--- src/rtl/axis_fifo_pkg.sv ---
// Shared sizing helpers and entry layout for the AXI-Stream packet FIFO.
// Each entry is packed as {TDATA, TSTRB, TUSER, TLAST} with TLAST at bit 0.
package axis_fifo_pkg;

   function automatic int clog2(input int value);
      int r;
      r = 0;
      while ((1 << r) < value) r++;
      return r;
   endfunction

   function automatic int entry_width(input int data_w, input int user_w);
      return data_w + data_w / 8 + user_w + 1;
   endfunction

   localparam int LAST_OFS = 0;
   localparam int USER_OFS = 1;

   function automatic int strb_ofs(input int user_w);
      return USER_OFS + user_w;
   endfunction

   function automatic int data_ofs(input int data_w, input int user_w);
      return USER_OFS + user_w + data_w / 8;
   endfunction

endpackage

--- src/rtl/axis_fifo_ram.sv ---
// Simple dual-port storage: synchronous write, asynchronous read, so the
// read port can present the head entry in the same cycle (first-word fall-through).
module axis_fifo_ram
   import axis_fifo_pkg::*;
#(
   parameter int WIDTH = 38,
   parameter int DEPTH = 16,
   localparam int AW = clog2(DEPTH)
) (
   input  logic             clk,
   input  logic             we_i,
   input  logic [AW-1:0]    waddr_i,
   input  logic [WIDTH-1:0] wdata_i,
   input  logic [AW-1:0]    raddr_i,
   output logic [WIDTH-1:0] rdata_o
);

   logic [WIDTH-1:0] mem_q [DEPTH];

   // NOTE: storage has no reset; validity is tracked by the pointers and fill count.
   always_ff @(posedge clk) begin
      if (we_i) mem_q[waddr_i] <= wdata_i;
   end

   assign rdata_o = mem_q[raddr_i];

endmodule

--- src/rtl/axis_pkt_fifo.sv ---
// Single-clock AXI-Stream FIFO with FWFT output, exact full/empty, almost
// flags, packet counting and an optional store-and-forward gate on TLAST.
module axis_pkt_fifo
   import axis_fifo_pkg::*;
#(
   parameter int C_S_AXIS_TDATA_WIDTH  = 32,
   parameter int C_S_AXIS_TUSER_WIDTH  = 1,
   parameter int C_FIFO_DEPTH          = 16,
   parameter int C_PACKET_MODE         = 0,
   parameter int C_ALMOST_FULL_THRESH  = 12,
   parameter int C_ALMOST_EMPTY_THRESH = 4,
   localparam int PW = clog2(C_FIFO_DEPTH),
   localparam int CW = PW + 1,
   localparam int SW = C_S_AXIS_TDATA_WIDTH / 8
) (
   input  logic                            S_AXIS_ACLK,
   input  logic                            S_AXIS_ARESET,
   input  logic                            S_AXIS_TVALID,
   output logic                            S_AXIS_TREADY,
   input  logic [C_S_AXIS_TDATA_WIDTH-1:0] S_AXIS_TDATA,
   input  logic [SW-1:0]                   S_AXIS_TSTRB,
   input  logic [C_S_AXIS_TUSER_WIDTH-1:0] S_AXIS_TUSER,
   input  logic                            S_AXIS_TLAST,
   output logic                            M_AXIS_TVALID,
   input  logic                            M_AXIS_TREADY,
   output logic [C_S_AXIS_TDATA_WIDTH-1:0] M_AXIS_TDATA,
   output logic [SW-1:0]                   M_AXIS_TSTRB,
   output logic [C_S_AXIS_TUSER_WIDTH-1:0] M_AXIS_TUSER,
   output logic                            M_AXIS_TLAST,
   output logic [CW-1:0]                   fill_level,
   output logic                            almost_full,
   output logic                            almost_empty,
   output logic [CW-1:0]                   pkt_count
);

   localparam int EW     = entry_width(C_S_AXIS_TDATA_WIDTH, C_S_AXIS_TUSER_WIDTH);
   localparam int STRB_O = strb_ofs(C_S_AXIS_TUSER_WIDTH);
   localparam int DATA_O = data_ofs(C_S_AXIS_TDATA_WIDTH, C_S_AXIS_TUSER_WIDTH);
   localparam logic [CW-1:0] FULL_LVL = CW'(C_FIFO_DEPTH);

   logic [PW-1:0] wr_ptr_q, rd_ptr_q;
   logic [CW-1:0] fill_q, fill_d, pkt_q, pkt_d;
   logic          tready_q, af_q, ae_q;
   logic          wr, rd, pkt_gate;
   logic [EW-1:0] wr_entry, rd_entry;

   assign wr = S_AXIS_TVALID && tready_q;
   assign rd = M_AXIS_TVALID && M_AXIS_TREADY;

   // Full-override lets a packet longer than the depth drain instead of deadlocking.
   assign pkt_gate      = (C_PACKET_MODE == 0) || (pkt_q != '0) || (fill_q == FULL_LVL);
   assign M_AXIS_TVALID = (fill_q != '0) && pkt_gate;

   assign wr_entry = {S_AXIS_TDATA, S_AXIS_TSTRB, S_AXIS_TUSER, S_AXIS_TLAST};

   axis_fifo_ram #(
      .WIDTH (EW),
      .DEPTH (C_FIFO_DEPTH)
   ) u_ram (
      .clk     (S_AXIS_ACLK),
      .we_i    (wr),
      .waddr_i (wr_ptr_q),
      .wdata_i (wr_entry),
      .raddr_i (rd_ptr_q),
      .rdata_o (rd_entry)
   );

   assign M_AXIS_TDATA = rd_entry[DATA_O +: C_S_AXIS_TDATA_WIDTH];
   assign M_AXIS_TSTRB = rd_entry[STRB_O +: SW];
   assign M_AXIS_TUSER = rd_entry[USER_OFS +: C_S_AXIS_TUSER_WIDTH];
   assign M_AXIS_TLAST = rd_entry[LAST_OFS];

   // NOTE: every combinational output gets a default first so no latch is inferred.
   always_comb begin
      fill_d = fill_q;
      pkt_d  = pkt_q;
      case ({wr, rd})
         2'b10:   fill_d = fill_q + CW'(1);
         2'b01:   fill_d = fill_q - CW'(1);
         default: fill_d = fill_q;
      endcase
      case ({wr && S_AXIS_TLAST, rd && M_AXIS_TLAST})
         2'b10:   pkt_d = pkt_q + CW'(1);
         2'b01:   pkt_d = pkt_q - CW'(1);
         default: pkt_d = pkt_q;
      endcase
   end

   // NOTE: sequential state uses non-blocking assignments only.
   always_ff @(posedge S_AXIS_ACLK) begin
      if (S_AXIS_ARESET) begin
         wr_ptr_q <= '0;
         rd_ptr_q <= '0;
         fill_q   <= '0;
         pkt_q    <= '0;
         tready_q <= 1'b0;
         af_q     <= 1'b0;
         ae_q     <= 1'b1;
      end else begin
         if (wr) wr_ptr_q <= wr_ptr_q + PW'(1);
         if (rd) rd_ptr_q <= rd_ptr_q + PW'(1);
         fill_q   <= fill_d;
         pkt_q    <= pkt_d;
         tready_q <= (fill_d < FULL_LVL);
         af_q     <= (fill_d >= CW'(C_ALMOST_FULL_THRESH));
         ae_q     <= (fill_d <= CW'(C_ALMOST_EMPTY_THRESH));
      end
   end

   assign S_AXIS_TREADY = tready_q;
   assign fill_level    = fill_q;
   assign pkt_count     = pkt_q;
   assign almost_full   = af_q;
   assign almost_empty  = ae_q;

endmodule

--- config.mk ---
export PLATFORM = sky130hd
export DESIGN_NAME = axis_pkt_fifo
export DESIGN_NICKNAME = d
export VERILOG_FILES = /design/src/rtl/axis_fifo_pkg.sv /design/src/rtl/axis_fifo_ram.sv /design/src/rtl/axis_pkt_fifo.sv
export SDC_FILE = /design/constraint.sdc
export NUM_CORES = 1
export LEC_CHECK = 0
export ABC_AREA = 1
export BUFFER_PORTS_ARGS = -buffer_cell sky130_fd_sc_hd__buf_2
export CELL_PAD_IN_SITES_DETAIL_PLACEMENT = 0
export CELL_PAD_IN_SITES_GLOBAL_PLACEMENT = 2
export CORE_MARGIN = 4
export CORE_UTILIZATION = 44
export CTS_CLUSTER_DIAMETER = 80
export DETAILED_ROUTE_END_ITERATION = 12
export PLACE_DENSITY = 0.82
export SYNTH_ARGS = -nofsm -noshare
export SYNTH_HDL_FRONTEND = slang
export SYNTH_SLANG_ARGS = --single-unit
--- constraint.sdc ---
create_clock -name S_AXIS_ACLK -period 3.7 [get_ports S_AXIS_ACLK]
set_input_delay 0.185 -clock S_AXIS_ACLK [delete_from_list [all_inputs] [get_ports S_AXIS_ACLK]]
set_output_delay 0.185 -clock S_AXIS_ACLK [all_outputs]
set_load 0.01 [all_outputs]
==> flow_summary.yaml, run 1 <==
run_status:
  status: "completed"
synth:
  yosys_register_bits: 633
  syn_nets: 1856
  synth.distinct_cells: 28
  synth_area_um2: 24700
  ys.warnings.count: 0
  syn_area_per_cell_um2: 13.7
  ys_seq_area_frac: 0.758
  syn_inst: 1801
  synth_top_area_cell: "edfxtp_1"
  synthTopCellsByArea: "edfxtp_1, o21ai_0, nor2_1"
  yosys.area.top_type_share: 0.738
final_layout:
  drive_gt1_frac: 0.120
  layout_commonest_cell: "edfxtp_1"
  area_growth_pct: 15.6
  layout_common_cells: "edfxtp_1, nor2_1, o21ai_0, o221ai_1, buf_2"
  final_cells: 2698
  n_fill_cell: 4637
  finish.net_count: 1961
power_and_ir_drop:
  seqPwrFrac: 0.430
  finalPower_mw: 19.2
  irDropWorstVdd_v: 0.000638
  powerDensity_nw_per_um2: 670
  swShare: 0.306
  p_int_mw: 13.3
  power_switching_mw: 5.86
  clkPwrFrac: 0.337
  p_comb_frac: 0.233
  leakage_nw: 9.34
placed_design:
  place.gp.congestion: 0.760
  placed_cells: 2545
  place_hpwl_mm: 30.3
  io_buffers: 93
global_routing:
  antenna_found_initial: 2
  grt_pass1_wl_mm: 95.4
  grt_pass1_vias: 15500
  grt_max_degree: 279
  grt_usage: 0.208
  grt-ovfl-total: 0
setup_path:
  cp.arrival_ns: 3.11
  critical_path_class: "reg -> out"
  timing.rr.end: "pkt_count[4]"
  ff2ff_path_depth: 13
  end_kind: "primary output"
  crit_required_ns: 3.51
  worstSetupStartpointType: "flip-flop"
  rrSetupSlack_ns: 1.06
  cp-endpoint: "M_AXIS_TDATA[17]"
  cp_max_fo: 278
drt:
  num_vias: 15400
  routed_via_density: 5.72
  firstDrtPassIters: 7
  drcViolationCount: 0
  drt_wl_total_mm: 62.9
  final_antenna_net_count: 0
  routedWlPerCell_um: 23.3
  dr.first_iter.drc_count: 1552
run:
  cap_viol_max_count: 0
floorplan:
  rows: 86
  fp.dieW_um: 245
  dieArea_um2: 60100
  dieHeight_um: 245
  start_util: 0.446
  boundaryPins: 94
  core-area_um2: 55400
clocking:
  cts_resized: 0
  post-cts-setup-buffers: 0
  worstSkewPairLatency_ns: 0.59
  cts-hold-fix-buffers: 39
  path_clk_slew_ns: 0.06
  cts_tree: "built"
  htree_levels: 3
  cts.sinks: 633
  numCtsBuffers: 68
  cts_root_buffer: "clkbuf_16"
  cts.path.max_buffers: 3
timing:
  timing.hold.ws_ns: 0.0369
  max_slew.worst_pin.slew_ns: 1.26
  slew_viol_final: 0
  slew-limit-headroom: 0.163
  rsz0062_at_grt: "no"
  finClkSkew_ns: 0.0209
  tns_ns: 0
  finalSetupViolCount: 0
  fmax_ghz: 0.303
  final.period_utilization: 0.892
  hold_viol: 0
  period_minus_slack_ns: 3.30
worst_hold_path:
  hold_path_class: "in -> reg"
==> power by group through the flow <==
stage | clock network, mW | logic, mW | registers [mW]
final | 6.46 | 4.46 | 8.25
after CTS | 6.58 | 4.51 | 8.25
after global routing | 6.91 | 4.98 | 8.27
after floorplan | 0 | 3.02 | 8.37
after detailed placement | 0 | 4.46 | 8.40
after global placement | 0 | 4.39 | 8.39
==> final cells by class <==
class | count | area, um^2 | share of cell area
diodes | 1 | 2.50 | 0.0000875
clock buffers | 85 | 1830 | 0.0640
clock inverters | 28 | 258 | 0.00901
inverters | 28 | 115 | 0.00402
multi-input cells | 1014 | 5370 | 0.188
flip-flops and latches | 633 | 18800 | 0.656
well taps | 748 | 936 | 0.0327
repair buffers | 161 | 1320 | 0.0463
==> metal layers <==
metal	GRT usage	vias to the layer above	wire [um]
li1	-	7035	-
met1	0.293	7827	28000
met2	0.339	479	30200
met3	0.0309	89	3580
met4	0.0587	2	1110
met5	0	-	13
==> logic make-up after synthesis <==
group	count (synthesis)	share of synthesized area
buffers and inverters	154	0.0296
AO/OA/AOI/OAI	515	0.127
adder cells (fa/ha/maj)	13	0.00688
XOR/XNOR	5	0.00177
multiplexers	1	0.000405
AND/OR/NAND/NOR	480	0.0759
flip-flops	633	0.758
==> Yosys cell counts <==
| library cell | number |
|---|---|
| ha_1 | 12 |
| buf_8 | 2 |
| buf_1 | 1 |
| xnor2_1 | 2 |
| o21ai_0 | 316 |
| inv_4 | 1 |
| nor3_1 | 2 |
| dfxtp_1 | 25 |
| buf_6 | 4 |
| edfxtp_1 | 608 |
| mux2i_1 | 1 |
| nor2_1 | 344 |
| clkbuf_2 | 4 |
| o21ai_1 | 2 |
| clkbuf_1 | 61 |
| o22ai_1 | 32 |
| nand3_1 | 56 |
| nand2_1 | 77 |
| o221ai_1 | 117 |
| o211ai_1 | 35 |
| inv_1 | 26 |
| buf_4 | 11 |
| inv_2 | 1 |
| fa_1 | 1 |
| a21oi_1 | 13 |
| xor2_1 | 3 |
| nand4_1 | 1 |
| buf_2 | 43 |
==> sequential cells by signal (all words and copies together) (netlist names), named ones only <==
| name | flops |
|---|---|
| rd_ptr_q | 4 |
| almost_full | 1 |
| almost_empty | 1 |
| S_AXIS_TREADY | 1 |
| fill_level | 5 |
| u_ram.mem_q | 608 |
| pkt_count | 5 |
| wr_ptr_q | 4 |
==> through the flow <==
step | utilization | instance area, um^2 | setup slack (ns)
finish | 0.516 | 28600 | 0.401
global route | 0.516 | 28600 | 0.170
CTS | 0.516 | 28600 | 0.417
detailed placement | 0.471 | 26100 | 1.05
global placement | 0.471 | 26100 | 1.02
floorplan | - | 24700 | 0.876
==> worst max-delay path, cell delays in order, from the launching register on <==
cell and delay (ns):
dfxtp_4 0.55, buf_12 0.77, o21ai_0 0.24, o221ai_1 0.25
nand3_1 0.11, nand2_1 0.22, buf_2 0.18
==> how the worst min path moves through the flow <==
stage | start | end | slack, ns | cells after the start
floorplan | S_AXIS_TLAST | u_ram.mem_q[0][0] | 0.28 | 0
global placement | rd_ptr_q[3] | flip-flop | 0.45 | 2
detailed placement | pkt_count[4] | pkt_count[4] | 0.46 | 2
CTS | S_AXIS_TVALID | wr_ptr_q[1] | 0.02 | 3
global route | S_AXIS_TVALID | wr_ptr_q[1] | 0.05 | 3
finish | S_AXIS_TVALID | wr_ptr_q[1] | 0.04 | 3
Note: power is estimated with default switching activity, not from simulation.
==> run 2, diff against run 1 <==
Settings changed: CORE_UTILIZATION 44 to 40, PLACE_DENSITY 0.82 to 0.78.
Clock period 3.7 ns to 2.7 ns, I/O delays scaled along.
==> run 2 against run 1 <==
Final area grew 1.9%. Worst setup slack worse by 0.28 ns. Largest cell class unchanged. Utilization fell by 3.7 points. Sequential cell count stayed put. Final cell count up 2.9%. Sequential power up 37%. Global-route usage is 1.2 points lower. Critical endpoint is now M_AXIS_TDATA[11]. Clock-buffer cell count increased by 2. Power is 41% higher. Largest power group unchanged.
==> flow_summary.yaml, run 2 (synthesis gave the netlist of run 1 again) <==
final_layout:
  layout_common_cells: "edfxtp_1, nor2_1, o21ai_0, o221ai_1, buf_2"
  finish.net_count: 1995
  drive_gt1_frac: 0.136
  layout_commonest_cell: "edfxtp_1"
  final_cells: 2777
  area_growth_pct: 17.8
  largest_reg_flops: 608
  utilization: 0.479
  regMostFlops: "u_ram.mem_q"
clocking:
  numCtsBuffers: 68
  cts_root_buffer: "clkbuf_16"
  path_clk_slew_ns: 0.06
  cts.sinks: 633
  cts.path.max_buffers: 3
  worstSkewPairLatency_ns: 0.61
  cts_tree: "built"
  htree_levels: 3
setup_path:
  end_kind: "primary output"
  cp_max_fo: 69
  crit_required_ns: 2.57
  cp.arrival_ns: 2.44
  worstSetupStartpointType: "flip-flop"
  critical_path_class: "reg -> out"
power_and_ir_drop:
  irDropWorstVdd_v: 0.000510
  powerDensity_nw_per_um2: 928
  leakage_nw: 9.62
drt:
  firstDrtPassIters: 5
  routed_via_density: 5.58
  drcViolationCount: 0
  num_vias: 15500
  final_antenna_net_count: 0
  routedWlPerCell_um: 23.9
  dr.first_iter.drc_count: 1369
  drt_wl_total_mm: 66.2
timing:
  finClkSkew_ns: 0.0159
  slew_viol_final: 0
  fmax_ghz: 0.388
  hold_viol: 0
  finalSetupViolCount: 0
  timing.hold.ws_ns: 0.0318
  final.period_utilization: 0.954
  period_minus_slack_ns: 2.58
  max_slew.worst_pin.slew_ns: 0.754
  slew-limit-headroom: 0.497
floorplan:
  core-area_um2: 60800
  dieHeight_um: 257
  dieArea_um2: 65900
  rows: 90
  fp.dieW_um: 257
  boundaryPins: 94
  start_util: 0.407
placed_design:
  place.gp.congestion: 0.718
  place_hpwl_mm: 31.9
  placed_cells: 2603
  io_buffers: 93
global_routing:
  grt_usage: 0.195
  grt_max_degree: 126
  grt_pass1_wl_mm: 98.1
  antenna_found_initial: 2
  grt-ovfl-total: 0
  grt_pass1_vias: 15300
worst_hold_path:
  hold_path_class: "in -> reg"
run:
  cap_viol_max_count: 0
run_status:
  status: "completed"
-- run 2: cell count changes in the layout (fill, tap and decap cells not counted), sizes merged --
| cell | change |
|---|---|
| buf | +31 |
| bufbuf | +2 |
| bufinv | -1 |
| clkbuf | +3 |
| clkinv | +8 |
| diode | +1 |
| inv | +1 |
-- run 2: worst paths after layout --
check | cells after the start | start | slack, ns | endpoint
worst max-delay path | 8 | flip-flop | 0.12 | M_AXIS_TDATA[11]
worst min-delay path | 4 | S_AXIS_TVALID | 0.03 | wr_ptr_q[1]
worst max register to register | 14 | flip-flop | 0.22 | pkt_count[3]
worst min register to register | 2 | rd_ptr_q[3] | 0.46 | flip-flop
-- run 2: repair_timing --
item                                    4_1_cts  5_1_grt
hold buffers                                 39        0
setup buffers                                 0        5
pin swaps                                     0        3
endpoints found under the setup margin       25       28
gates resized for setup                       8        9
hold endpoints to repair                    617        0
gates cloned                                  4        1
-- run 2: final cells by class --
type	count	area, um^2
diodes	2	5.00
clock buffers	87	1820
clock inverters	36	342
fillers	5259	31700
inverters	28	120
multi-input cells	1014	5380
flip-flops and latches	633	18800
well taps	782	978
repair buffers	195	1730
-- run 2: where the power goes --
| part | leakage, nW | switching [mW] | total, mW | internal [mW] |
|---|---|---|---|---|
| sequential | 5.68 | 0.168 | 11.3 | 11.1 |
| combinational | 2.89 | 4.55 | 6.78 | 2.23 |
| clock | 1.05 | 3.80 | 9.00 | 5.21 |
| total | 9.62 | 8.52 | 27.0 | 18.5 |
-- run 2: metal layers --
layer  vias to the layer above  routed length (um)  track usage
li1                       7118                   -            -
met1                      7791               28400        0.262
met2                       469               32800        0.329
met3                       106                3490       0.0319
met4                         0                1530       0.0620
met5                         -                   0            0
-- run 2: critical path, cell delays in order, from the launching register on --
cell and delay, ns:
dfxtp_4 0.38, buf_12 0.13, clkinv_8 0.12, bufbuf_16 0.38, o21ai_0 0.22, o22ai_1 0.09, o211ai_1 0.21, nand2_1 0.11
buf_2 0.16
-- run 2: per-stage QoR --
step                area (um^2)  power (mW)  TNS (ns)  worst slack (ns)
floorplan                 24700        15.6    -59.80            -0.124
global placement          26300        17.6         0             0.212
detailed placement        26300        17.7         0             0.195
CTS                       29000        27.2         0            0.0282
global route              29100        28.4   -0.0209           -0.0169
finish                    29100        27.0         0             0.125
